**config.mk**
```make
export PLATFORM = sky130hd
export DESIGN_NAME = mc6800_bus_sequencer
export DESIGN_NICKNAME = d
export VERILOG_FILES = /design/src/rtl/mc6800_pkg.sv /design/src/rtl/mc6800_bus_sequencer_sync2_preset.sv /design/src/rtl/mc6800_bus_sequencer.sv
export SDC_FILE = /design/constraint.sdc
export NUM_CORES = 1
export LEC_CHECK = 0
export CAP_MARGIN = 0
export CORE_MARGIN = 5
export CORE_UTILIZATION = 50
export DETAILED_ROUTE_END_ITERATION = 8
export GPL_TIMING_DRIVEN = 0
export PLACE_DENSITY = 0.8
export SYNTH_ARGS = -nofsm -noshare
export SYNTH_HDL_FRONTEND = slang
export SYNTH_SLANG_ARGS = --single-unit
```
**constraint.sdc**
```tcl
create_clock -name CLK -period 2.05 [get_ports CLK]
set_input_delay 0.41 -clock CLK [delete_from_list [all_inputs] [get_ports CLK]]
set_output_delay 0.41 -clock CLK [all_outputs]
set_load 0.1 [all_outputs]
```
**src/rtl/mc6800_pkg.sv**
```systemverilog
// Shared types and defaults for the 68000-to-motherboard bus sequencer.
// Holds the sequencer state enum, CPU-space function code and phase defaults.
package mc6800_pkg;

  typedef enum logic [3:0] {
    IDLE,
    WAIT_ACK,
    ASYNC_ACK,
    AUTOVEC,
    BUSERR,
    SYNC_E,
    VMA_ACT,
    SYNC_ACK,
    TERM
  } state_t;

  localparam logic [2:0] FC_CPU_SPACE = 3'b111;

  localparam int E_PERIOD_DEF    = 10;
  localparam int VMA_PHASE_DEF   = 2;
  localparam int DTACK_PHASE_DEF = 8;
  localparam int TIMEOUT_DEF     = 256;

endpackage

```
**src/rtl/mc6800_bus_sequencer_sync2_preset.sv**
```systemverilog
// Two-flop synchroniser that presets to 1 on asynchronous reset.
// Ports: i_clk, i_rst_n (active-low async), i_d (async input), o_q (synchronised).
module sync2_preset (
  input  logic i_clk,
  input  logic i_rst_n,
  input  logic i_d,
  output logic o_q
);

  logic [1:0] r_ff;

  always_ff @(posedge i_clk or negedge i_rst_n) begin
    if (!i_rst_n) r_ff <= 2'b11;
    else          r_ff <= {r_ff[0], i_d};
  end

  assign o_q = r_ff[1];

endmodule

```
**src/rtl/mc6800_bus_sequencer.sv**
```systemverilog
// Bus-cycle sequencer: classifies each CPU cycle (DTACK, 6800/VPA, autovector,
// timeout) and drives VMA, DTACK, AVEC, BERR (all active-low, registered).
// Inputs: CLK, RESET (async active-low), AS, FC[2:0], VPA, MB_DTACK, E_PHASE[3:0].
module mc6800_bus_sequencer
  import mc6800_pkg::*;
#(
  parameter int E_PERIOD       = E_PERIOD_DEF,
  parameter int VMA_PHASE      = VMA_PHASE_DEF,
  parameter int DTACK_PHASE    = DTACK_PHASE_DEF,
  parameter int TIMEOUT_CYCLES = TIMEOUT_DEF
) (
  input  logic       CLK,
  input  logic       RESET,
  input  logic       AS,
  input  logic [2:0] FC,
  input  logic       VPA,
  input  logic       MB_DTACK,
  input  logic [3:0] E_PHASE,
  output logic       VMA,
  output logic       DTACK,
  output logic       AVEC,
  output logic       BERR
);

  localparam int CW =
    (TIMEOUT_CYCLES > 1) ? $clog2(TIMEOUT_CYCLES) : 1;
  localparam logic [CW-1:0] CNT_LAST = CW'(TIMEOUT_CYCLES - 1);
  localparam logic [3:0] VMA_PH = 4'(VMA_PHASE);
  localparam logic [3:0] DTK_PH = 4'(DTACK_PHASE);
  localparam logic [3:0] END_PH = 4'(E_PERIOD - 1);

  state_t        r_state, w_nxt;
  logic [CW-1:0] r_cnt, w_cnt_nxt;
  logic [2:0]    r_fc;
  logic          r_vma, r_dtk, r_avec, r_berr;
  logic          w_as_s, w_vpa_s, w_dtk_s;
  logic          w_ph_ok;
  logic          w_vma_hit, w_dtk_hit, w_end_hit;

  sync2_preset u_as (
    .i_clk(CLK), .i_rst_n(RESET), .i_d(AS), .o_q(w_as_s)
  );
  sync2_preset u_vpa (
    .i_clk(CLK), .i_rst_n(RESET), .i_d(VPA), .o_q(w_vpa_s)
  );
  sync2_preset u_dtk (
    .i_clk(CLK), .i_rst_n(RESET), .i_d(MB_DTACK), .o_q(w_dtk_s)
  );

  // Out-of-range phase codes must never match a phase event.
  assign w_ph_ok   = {28'd0, E_PHASE} < 32'(E_PERIOD);
  assign w_vma_hit = w_ph_ok && (E_PHASE == VMA_PH);
  assign w_dtk_hit = w_ph_ok && (E_PHASE == DTK_PH);
  assign w_end_hit = w_ph_ok && (E_PHASE == END_PH);

  always_comb begin
    w_nxt     = r_state;
    w_cnt_nxt = r_cnt;
    // AS negation ends any cycle, wherever the handshake has got to.
    if (r_state != IDLE && w_as_s) begin
      w_nxt = IDLE;
    end else begin
      unique case (r_state)
        IDLE: begin
          if (!w_as_s) begin
            w_nxt     = WAIT_ACK;
            w_cnt_nxt = '0;
          end
        end
        WAIT_ACK: begin
          if (!w_dtk_s)
            w_nxt = ASYNC_ACK;
          else if (!w_vpa_s && r_fc == FC_CPU_SPACE)
            w_nxt = AUTOVEC;
          else if (!w_vpa_s)
            w_nxt = SYNC_E;
          else if (r_cnt == CNT_LAST)
            w_nxt = BUSERR;
          else if (r_cnt != '1)
            w_cnt_nxt = r_cnt + 1'b1;
        end
        SYNC_E:   if (w_vma_hit) w_nxt = VMA_ACT;
        VMA_ACT:  if (w_dtk_hit) w_nxt = SYNC_ACK;
        SYNC_ACK: if (w_end_hit) w_nxt = TERM;
        default:  w_nxt = r_state;
      endcase
    end
  end

  // Strobes are decoded from the next state into flops so they never glitch.
  always_ff @(posedge CLK or negedge RESET) begin
    if (!RESET) begin
      r_state <= IDLE;
      r_cnt   <= '0;
      r_fc    <= '0;
      r_vma   <= 1'b1;
      r_dtk   <= 1'b1;
      r_avec  <= 1'b1;
      r_berr  <= 1'b1;
    end else begin
      r_state <= w_nxt;
      r_cnt   <= w_cnt_nxt;
      if (r_state == IDLE && !w_as_s) r_fc <= FC;
      r_vma  <= !(w_nxt == VMA_ACT || w_nxt == SYNC_ACK);
      r_dtk  <= !(w_nxt == ASYNC_ACK || w_nxt == SYNC_ACK);
      r_avec <= (w_nxt != AUTOVEC);
      r_berr <= (w_nxt != BUSERR);
    end
  end

  assign VMA   = r_vma;
  assign DTACK = r_dtk;
  assign AVEC  = r_avec;
  assign BERR  = r_berr;

endmodule

```
==> results.cfg <==
[yosys]
synth_cells = 127
synth.largest_area_cell = dfrtp_1
synthAdderAreaFrac_pct = 0.962
yosys.area_share.simple_pct = 21.7
synth_xor_xnor_area_share_pct = 1.35
synth_seq_area_share_pct = 49.0
muxShareOfSynthArea_pct = 4.13
synth_edf_count = 0
synth_nets = 140
synth_flop_cell = dfrtp_1
synth_cell_type_count = 43
synth_top_family_by_area = simple AND/OR/NAND/NOR gates
async_flop_share_pct = 100
avgSynthCellArea_um2 = 10.2
yosys-top-cells-area = dfrtp_1 (29%), dfstp_2 (20%), nor2_1 (5.2%), nand2_1 (4.0%), o21ai_0 (3.1%)
ys.warnings.count = 0
ys_ff_latch = 25
syn_area_um2 = 1300
synth_top_area_share_pct = 28.8
synth_compound_area_share_pct = 19.7

[finish]
final_nets = 161
drive_gt1_share_pct = 25.9
syn_to_final_growth_pct = 17.6
design_area_um2 = 1530
n_antenna_cell = 0

[sta]
max_freq_mhz = 517
rsz0062_at_grt = no
slew_violations = 0
setup_ws_ns = 0.115
tightest_slew_ns = 1.08
slew-limit-headroom_pct = 27.9
setup_viol = 0
finalHoldViolCount = 0
final.period_utilization_pct = 94.4
skew_ns = 0.00426
period_minus_slack_ns = 1.93

[pwr]
power_density_nw_per_um2 = 892
leakagePower_nw = 0.610
peakVddDrop_v = 0.000635

[clock_network]
clock_latency_ns = 0.32
ctsHoldBuffers = 0
clockBufferDepth = 2
cts_sinks = 25
cts_tree = built
path_clk_slew_ns = 0.13
cts_buffers = 3
htreeDepth = 1
cts_root_buf = clkbuf_4

[placed_design]
port_buffers = 15
gp_congestion = 0.795
hpwl_um = 1940
placed_area_um2 = 1490
place_ws_ns = -0.0943

[floorplanning]
num_io_pins = 16
die_h_um = 61.0
fp.dieW_um = 61.0
die_area_um2 = 3720
core_area_um2 = 2480
rows = 18
start_util_pct = 52.5

[detailed_routing]
vias_per_cell = 5.72
first_pass_iters = 4
routedWlPerCell_um = 14.8
drt-initial-drc-count = 40
wirelength_um = 2610
vias = 1012
postRouteAntennaNets = 0
drc_errors = 0

[setup_path]
arrival_ns = 2.19
cp.required_ns = 2.31
worst-setup-path-type = reg2reg
cp_max_fo = 6
crit_path_end_kind = flop
cp-start-kind = flop

[global_routing]
gr-total-overflow = 0
grt_pass1_vias = 1011
grt_pass1_wl_um = 4490
grt_max_degree = 26
antenna_found_initial = 0
grt.total_usage_pct = 16.3

[flow_run]
drv_cap = 0

[worst_hold_path]
hp-class = reg2reg

[run_status]
status = finished clean
==> logic make-up after synthesis <==
family,after synthesis
muxes,5
adders and majority gates,1
DFF,25
and+or+nand+nor,51
buffers and inverters,8
AOI/OAI and AO/OA,35
xor gates and xnor gates,2
==> Yosys cell counts, types with 2 or more instances <==
cell,count
nor3_1,2
or3_1,2
a211oi_1,2
dfstp_2,10
nor2_1,18
o21ai_1,2
a2bb2oi_1,2
dfrtp_1,15
nand4_1,3
o21ai_0,8
buf_2,2
nand2_1,14
mux2i_1,2
o211ai_2,2
xor2_1,2
inv_1,3
mux2_2,3
a31oi_1,2
a21bo_2,2
nand3_1,2
a21oi_1,7
==> per-stage QoR <==
stage / hold WS, ns / setup TNS, ns / util, % / power, W / instances
floorplan: 0.114 / 0 / - / 0.00101 / 127
global route: 0.380 / 0 / 61.8 / 0.00146 / 177
detailed placement: 0.351 / -0.175 / 60.1 / 0.00114 / 172
finish: 0.369 / 0 / 61.8 / 0.00137 / 177
global placement: 0.346 / -0.133 / 60.1 / 0.00112 / 172
CTS: 0.370 / 0 / 61.4 / 0.00137 / 176
==> sequential cells by signal (all words and copies together) (netlist names) <==
signal and count:
u_as.r_ff 2, AVEC 1, DTACK 1, r_fc 3, r_cnt 8, BERR 1, u_vpa.r_ff 2, r_state 4
u_dtk.r_ff 2, VMA 1
==> area by class of cell <==
| type | count | area (um^2) |
|---|---|---|
| fillers | 202 | 947 |
| flip-flops and latches | 25 | 639 |
| multi-input cells | 94 | 623 |
| repair buffers | 16 | 163 |
| well taps | 30 | 37.5 |
| plain buffers | 4 | 25.0 |
| clock buffers | 3 | 22.5 |
| inverters | 4 | 15.0 |
| clock inverters | 1 | 5.00 |
==> placed cells by master (no fill, tap or decap), types with 2 or more instances in the layout <==
cell and count:
nand3_1 2, a21bo_2 2, a31oi_1 2, mux2_2 3
o211ai_2 2, o21ai_0 8, dfstp_2 10, o21ai_1 2
nand4_1 3, a2bb2oi_1 2, clkdlybuf4s15_2 4, clkbuf_4 3
mux2i_1 2, or3_1 2, inv_1 3, clkdlybuf4s50_1 11
nand2_1 14, a211oi_1 2, nor2_1 18, buf_2 2
a21oi_1 7, nor3_1 2, xor2_1 2, dfrtp_1 14
==> worst max-delay path, cell delays in order, from the launching register on <==
cell and delay (ns):
dfrtp_2 0.46, ha_1 0.27, nand3_4 0.14, nor2_1 0.05, a2111o_1 0.44, a31oi_4 0.23, mux2i_1 0.20, nand2_1 0.07
==> worst paths after layout <==
path	start	end	slack, ns	cells after the start
min	u_vpa.r_ff[0]	u_vpa.r_ff[1]	0.37	0
max	r_cnt[0]	DTACK	0.12	7
min in group asynchronous	RESET	r_cnt[2]	0.66	1
max reg2reg	r_cnt[0]	DTACK	0.12	7
max in group asynchronous	RESET	r_cnt[0]	0.68	1
min reg2reg	u_vpa.r_ff[0]	u_vpa.r_ff[1]	0.37	0
==> report_power, final <==
group	internal, W	switching [W]
registers	0.000578	0.0000542
clock network	0.0000731	0.000144
logic	0.000215	0.000300
total	0.000866	0.000499
==> metal layers <==
metal	global-route usage, %	share of wire (%)	routed length (um)	up-vias
li1	-	-	-	496
met1	19.3	42	1090	486
met2	29.6	53	1370	26
met3	2.73	4.2	111	4
met4	5.88	1.3	35	0
met5	0	0	0	-
==> what timing repair did <==
item / in CTS / in global routing
hold endpoints to repair: 0 / 0
setup buffers: 0 / 1
pin swaps: 0 / 1
endpoints found under the setup margin: 4 / 1
resized for setup: 12 / 1
Power figures use the tool's default switching activity.
